--- src/rtl/pc_sequencer.sv ---
// rtl/pc_sequencer.sv - program-counter sequencer with circular return-address stack
//
// Purpose: holds the word-addressed instruction address and applies one of
// hold / increment / jump / relative branch / call / return / call-relative
// each cycle, selected by the decoder. Calls and returns use an internal
// circular return-address stack (RAS) whose oldest entry is overwritten
// when a call arrives while it is full.
//
// Build option: define PC_RAS_EN to build the RAS. Without it, CALL acts as
// JMP, CALLR acts as BR, RET holds pc and flags err, and the RAS status
// outputs are constant (count 0, empty 1, full 0, ovf 0).
//
// Ports:
//   clk        in   rising-edge clock
//   rst        in   asynchronous active-high reset
//   stall      in   freeze pc and RAS state; op ignored
//   op         in   3-bit operation select
//   in         in   WIDTH-bit jump target or two's-complement offset
//   pc         out  current instruction address
//   ras_count  out  number of valid RAS entries
//   ras_empty  out  ras_count == 0
//   ras_full   out  ras_count == RAS_DEPTH
//   ras_ovf    out  one-cycle pulse: a call overwrote the oldest entry
//   err        out  one-cycle pulse: return on empty RAS or reserved op

module pc_sequencer #(
  parameter int          WIDTH       = 32,
  parameter logic [31:0] RESET_VALUE = 32'h0000_0800,
  parameter int          RAS_DEPTH   = 8
) (
  input  logic                         clk,
  input  logic                         rst,
  input  logic                         stall,
  input  logic [2:0]                   op,
  input  logic [WIDTH-1:0]             in,
  output logic [WIDTH-1:0]             pc,
  output logic [$clog2(RAS_DEPTH):0]   ras_count,
  output logic                         ras_empty,
  output logic                         ras_full,
  output logic                         ras_ovf,
  output logic                         err
);

  localparam int PW = $clog2(RAS_DEPTH);
  localparam int CW = PW + 1;
  localparam logic [WIDTH-1:0] RST_PC = WIDTH'(RESET_VALUE);

  typedef enum logic [2:0] {
    OP_HOLD  = 3'b000,
    OP_INC   = 3'b001,
    OP_JMP   = 3'b010,
    OP_BR    = 3'b011,
    OP_CALL  = 3'b100,
    OP_RET   = 3'b101,
    OP_CALLR = 3'b110
  } op_e;

  op_e              op_q;
  logic [WIDTH-1:0] pc_inc;
  logic [WIDTH-1:0] pc_rel;
  logic [WIDTH-1:0] pc_n;
  logic             err_n;

  assign op_q   = op_e'(op);
  assign pc_inc = pc + WIDTH'(1);
  assign pc_rel = pc + in;   // offset is two's complement, modulo wrap is intended

`ifdef PC_RAS_EN
  logic [WIDTH-1:0] ras_mem [RAS_DEPTH];
  logic [PW-1:0]    ptr, ptr_n;       // ptr addresses the current top entry
  logic [CW-1:0]    cnt, cnt_n;
  logic             push, pop, ovf_n, ovf_q;
`endif

  always_comb begin
    pc_n  = pc;
    err_n = 1'b0;
`ifdef PC_RAS_EN
    push  = 1'b0;
    pop   = 1'b0;
`endif
    if (!stall) begin
      case (op_q)
        OP_HOLD: pc_n = pc;
        OP_INC:  pc_n = pc_inc;
        OP_JMP:  pc_n = in;
        OP_BR:   pc_n = pc_rel;
        OP_CALL: begin
          pc_n = in;
`ifdef PC_RAS_EN
          push = 1'b1;
`endif
        end
        OP_RET: begin
`ifdef PC_RAS_EN
          if (cnt != '0) begin
            pc_n = ras_mem[ptr];
            pop  = 1'b1;
          end else begin
            err_n = 1'b1;
          end
`else
          err_n = 1'b1;
`endif
        end
        OP_CALLR: begin
          pc_n = pc_rel;
`ifdef PC_RAS_EN
          push = 1'b1;
`endif
        end
        default: err_n = 1'b1;   // reserved encoding 111
      endcase
    end
  end

  always_ff @(posedge clk or posedge rst) begin
    if (rst) begin
      pc  <= RST_PC;
      err <= 1'b0;
    end else begin
      pc  <= pc_n;
      err <= err_n;
    end
  end

`ifdef PC_RAS_EN
  // A push while full still advances the pointer, so the new entry lands on
  // the oldest slot; the count saturates instead of wrapping.
  always_comb begin
    ptr_n = ptr;
    cnt_n = cnt;
    ovf_n = 1'b0;
    if (push) begin
      ptr_n = ptr + PW'(1);
      if (cnt == CW'(RAS_DEPTH)) ovf_n = 1'b1;
      else                       cnt_n = cnt + CW'(1);
    end else if (pop) begin
      ptr_n = ptr - PW'(1);
      cnt_n = cnt - CW'(1);
    end
  end

  always_ff @(posedge clk or posedge rst) begin
    if (rst) begin
      ptr   <= '0;
      cnt   <= '0;
      ovf_q <= 1'b0;
    end else begin
      ptr   <= ptr_n;
      cnt   <= cnt_n;
      ovf_q <= ovf_n;
    end
  end

  // Contents need no reset; only the count decides which entries are valid.
  always_ff @(posedge clk) begin
    if (push && !rst) ras_mem[ptr_n] <= pc_inc;
  end

  assign ras_count = cnt;
  assign ras_empty = (cnt == '0);
  assign ras_full  = (cnt == CW'(RAS_DEPTH));
  assign ras_ovf   = ovf_q;
`else
  assign ras_count = '0;
  assign ras_empty = 1'b1;
  assign ras_full  = 1'b0;
  assign ras_ovf   = 1'b0;
`endif

endmodule
--- config.mk ---
export PLATFORM = sky130hd
export DESIGN_NAME = pc_sequencer
export DESIGN_NICKNAME = d
export VERILOG_FILES = /design/src/rtl/pc_sequencer.sv
export SDC_FILE = /design/constraint.sdc
export NUM_CORES = 1
export LEC_CHECK = 0
export BUFFER_PORTS_ARGS = -buffer_cell sky130_fd_sc_hd__buf_4
export CAP_MARGIN = 30
export CORE_MARGIN = 3
export CORE_UTILIZATION = 35
export DETAILED_ROUTE_END_ITERATION = 8
export HOLD_SLACK_MARGIN = 0.12
export PLACE_DENSITY_LB_ADDON = 0.05
export SLEW_MARGIN = 20
export SYNTH_ARGS = -nofsm -noshare
export SYNTH_HDL_FRONTEND = slang
export SYNTH_SLANG_ARGS = --single-unit
--- constraint.sdc ---
create_clock -name clk -period 9.2 [get_ports clk]
set_input_delay 0.92 -clock clk [delete_from_list [all_inputs] [get_ports clk]]
set_output_delay 0.92 -clock clk [all_outputs]
set_load 0.02 [all_outputs]
==> metrics.txt <==
# TYPE chip_impl_metric gauge
chip_impl_metric{name="fin_total_pwr",unit="uW"} 985
chip_impl_metric{name="place.port_buffers",unit=""} 70
chip_impl_info{name="synth.area.top_cells",value="dfrtp_1, ha_1, a21oi_1"} 1
chip_impl_metric{name="critical_path_peak_fanout",unit=""} 31
chip_impl_metric{name="fillCellCount",unit=""} 965
chip_impl_metric{name="tritoncts_num_sinks",unit=""} 33
chip_impl_metric{name="antenna_violating_nets_post_route",unit=""} 0
chip_impl_metric{name="synthArstFlopShare",unit=""} 1.00
chip_impl_info{name="critical_path.endpoint",value="pc[30]"} 1
chip_impl_info{name="critical_path_class",value="input pin to flip-flop"} 1
chip_impl_metric{name="critPathBufInv",unit=""} 1
chip_impl_metric{name="grt_util_all_layers",unit=""} 0.186
chip_impl_metric{name="cts_resized",unit=""} 0
chip_impl_info{name="synth.largest_area_cell",value="dfrtp_1"} 1
chip_impl_info{name="worstPathCellList",value="buf_4, xor2_4, and2_1, nand2b_1, ha_1, fa_1, a21oi_1, o2bb2ai_2, o211ai_2, a31oi_1, a21o_1, a31o_1, a22o_1, or4_1, a41oi_2"} 1
chip_impl_metric{name="wp_data_arrival",unit="ps"} 4880
chip_impl_metric{name="tightest_slew",unit="ps"} 742
chip_impl_metric{name="area_growth_syn_to_layout",unit="%"} 22.6
chip_impl_metric{name="synth.yosys.seq_area_share",unit=""} 0.247
chip_impl_metric{name="final_hold_viol_count",unit=""} 0
chip_impl_info{name="tritoncts",value="done"} 1
chip_impl_metric{name="power_density",unit="nW/um^2"} 240
chip_impl_metric{name="routabilityCongestion",unit=""} 0.868
chip_impl_info{name="worst_hold_startpoint",value="pc[11]"} 1
chip_impl_metric{name="slew_headroom",unit=""} 0.504
chip_impl_metric{name="dr_total_vias",unit=""} 3343
chip_impl_metric{name="power_leakage",unit="uW"} 0.00211
chip_impl_info{name="crit-reg2reg-capture",value="pc[30]"} 1
chip_impl_metric{name="postSynthCellCount",unit=""} 437
chip_impl_metric{name="post_cts_hold_buffer_count",unit=""} 0
chip_impl_info{name="synth-main-ff-cell",value="dfrtp_1"} 1
chip_impl_metric{name="design.die.area",unit="sq um"} 10800
chip_impl_metric{name="initial_core_util",unit=""} 0.361
chip_impl_metric{name="grt_max_degree",unit=""} 44
chip_impl_metric{name="global_route_wire_length_before_repair",unit="mm"} 16.9
chip_impl_metric{name="fraction_of_layout_cells_with_a_size_suffix_above_1",unit=""} 0.185
chip_impl_metric{name="synth_enable_flop_cells",unit=""} 0
chip_impl_metric{name="final.period_utilization",unit=""} 0.507
chip_impl_info{name="cp_slowest_cell",value="xor2_4"} 1
chip_impl_metric{name="maximum_vdd_drop",unit="mV"} 0.0805
chip_impl_metric{name="core",unit="sq um"} 9280
chip_impl_metric{name="clock_skew",unit="ps"} 4.01
chip_impl_info{name="run_status",value="finished, final reports clean"} 1
chip_impl_metric{name="cts_inserted_buffers",unit=""} 5
chip_impl_metric{name="detail_route.vias_per_cell",unit=""} 5.35
chip_impl_info{name="reg_to_reg_critical_path_startpoint",value="pc[0]"} 1
chip_impl_info{name="count_leader_synth",value="nand2_1"} 1
chip_impl_metric{name="number_of_global_route_vias_before_repair",unit=""} 3369
chip_impl_metric{name="setup_ws",unit="ps"} 4540
chip_impl_metric{name="die_h",unit="um"} 104
chip_impl_info{name="worstSetupStartpoint",value="op[0]"} 1
chip_impl_metric{name="ys_ff_latch",unit=""} 33
chip_impl_metric{name="syn_area_per_cell",unit="sq um"} 7.66
chip_impl_metric{name="max_cap_violations",unit=""} 0
chip_impl_info{name="worst_hold_path_type",value="flip-flop to flip-flop"} 1
chip_impl_info{name="critical_path.top_delay_family",value="compound AO/OA/AOI/OAI gates"} 1
chip_impl_metric{name="die_width",unit="um"} 104
chip_impl_info{name="start_kind",value="input pin"} 1
chip_impl_metric{name="first_iter_violations",unit=""} 168
chip_impl_metric{name="cts_htree_levels",unit=""} 2
chip_impl_metric{name="synth.yosys.warnings",unit=""} 0
chip_impl_metric{name="r2r_slack",unit="ps"} 5890
chip_impl_metric{name="dr.pass1.iters",unit=""} 6
chip_impl_metric{name="placed_cell_area",unit="sq um"} 4010
chip_impl_metric{name="ctsLongestPathBuffers",unit=""} 2
chip_impl_metric{name="cts.clk_slew.worst_paths",unit="ps"} 80
chip_impl_metric{name="setup-tns-final",unit="ps"} 0
chip_impl_metric{name="post_synth_num_cell_types",unit=""} 56
chip_impl_metric{name="finish.instance_area",unit="sq um"} 4110
chip_impl_metric{name="setup-violations-final",unit=""} 0
chip_impl_info{name="setup_repair_after_global_routing_missed_its_margin",value="no"} 1
chip_impl_metric{name="worst_path_largest_cell_delay",unit="ps"} 630
chip_impl_metric{name="avgRoutedWirePerCell",unit="um"} 15.8
chip_impl_metric{name="drcViolationCount",unit=""} 0
chip_impl_metric{name="worstPathRequired",unit="ps"} 9420
chip_impl_metric{name="worst-r2r-cell-count",unit=""} 11
chip_impl_metric{name="antenna_found_initial",unit=""} 0
chip_impl_metric{name="design.portCount",unit=""} 78
chip_impl_metric{name="critical_path_depth",unit=""} 15
chip_impl_metric{name="std_cell_rows",unit=""} 35
chip_impl_metric{name="n_antenna_cell",unit=""} 0
chip_impl_metric{name="grt_overflow_total",unit=""} 0
chip_impl_metric{name="worstSkewPairLatency",unit="ps"} 290
chip_impl_metric{name="synth.cell_area",unit="sq um"} 3350
chip_impl_info{name="clock_tree.root_cell",value="clkbuf_8"} 1
chip_impl_metric{name="final_net_count",unit=""} 565
chip_impl_info{name="netlist_top_cells_count",value="nand2_1, a21oi_1, and3_1"} 1
chip_impl_metric{name="drv_slew",unit=""} 0
chip_impl_metric{name="postCtsSetupRepairBufs",unit=""} 0
chip_impl_metric{name="drt-total-wl",unit="mm"} 9.85
chip_impl_metric{name="upper_clock_frequency_limit",unit="GHz"} 0.214
chip_impl_metric{name="preCtsSetupSlack",unit="ps"} 4230
chip_impl_info{name="end_kind",value="flip-flop"} 1
chip_impl_metric{name="timing.final.crit_period",unit="ps"} 4660
chip_impl_metric{name="hpwl",unit="mm"} 7.27
chip_impl_metric{name="synth.top_cell.area_share",unit=""} 0.239
worst min-delay path: cells and delay by family (launching register included):
kind               cells  cell delay (ps)
and+or+nand+nor        1               40
AOI/OAI and AO/OA      1               70
DFF                    1              380
metal layers:
metal  up-vias  wire length [um]  part of all wire  global-route usage
li1       1683                 -                 -                   -
met1      1555              4500              0.46               0.245
met2        91              4620              0.47               0.313
met3        14               548             0.056              0.0312
met4         0               179             0.018              0.0522
met5         -                 0                 0                   0
per-stage QoR:
stage               hold WS (ps)  cells   util
floorplan                    518    442      -
finish                       496    625  0.442
global placement             480    615  0.427
CTS                          507    625  0.442
detailed placement           494    617  0.431
global route                 550    625  0.442
cell type report:
cell class	count	area, sq um	share of cell area
Timing Repair Buffer	75	578	0.141
Tap cell	129	161	0.0393
Sequential cell	33	827	0.201
Inverter	8	30.0	0.00731
Multi-Input combinational cell	372	2410	0.587
Clock buffer	7	96.3	0.0235
Clock inverter	1	5.00	0.00122
flip-flops by register name, summed over array words and instances (netlist names):
name / cells
err: 1
pc: 32
placed cells by master, fill, tap and decap left out, drive strengths merged, types with 4 or more instances in the layout:
| master | n |
|---|---|
| and3 | 38 |
| xor2 | 10 |
| inv | 7 |
| dfrtp | 32 |
| clkbuf | 7 |
| nand2 | 55 |
| nand3 | 12 |
| xnor2 | 17 |
| o21bai | 5 |
| ha | 31 |
| nor2 | 37 |
| buf | 75 |
| a21oi | 49 |
| a31oi | 11 |
| nand2b | 4 |
| o211ai | 4 |
| a21o | 19 |
| o21ai | 28 |
| conb | 7 |
where the power goes:
part           switching [uW]  internal [uW]  total (uW)
Clock                    61.8           67.8         130
Combinational             345            262         607
Sequential               50.0            199         249
kinds of logic after synthesis:
kind of cell             synth area share
AO/OA/AOI/OAI                       0.270
XOR/XNOR                           0.0706
adder cells (fa/ha/maj)             0.122
buffers and inverters              0.0497
flip-flops                          0.247
multiplexers                      0.00972
other                             0.00224
AND/OR/NAND/NOR                     0.229
worst min path at each step:
| stage | endpoint | slack (ps) | cells past startpoint |
|---|---|---|---|
| after floorplan | pc[11] | 520 | 2 |
| after global placement | pc[11] | 480 | 2 |
| after detailed placement | pc[11] | 490 | 2 |
| after CTS | pc[11] | 510 | 2 |
| after global routing | pc[11] | 550 | 2 |
| final | pc[11] | 500 | 2 |
No activity file was read; power rests on OpenSTA's default activity.
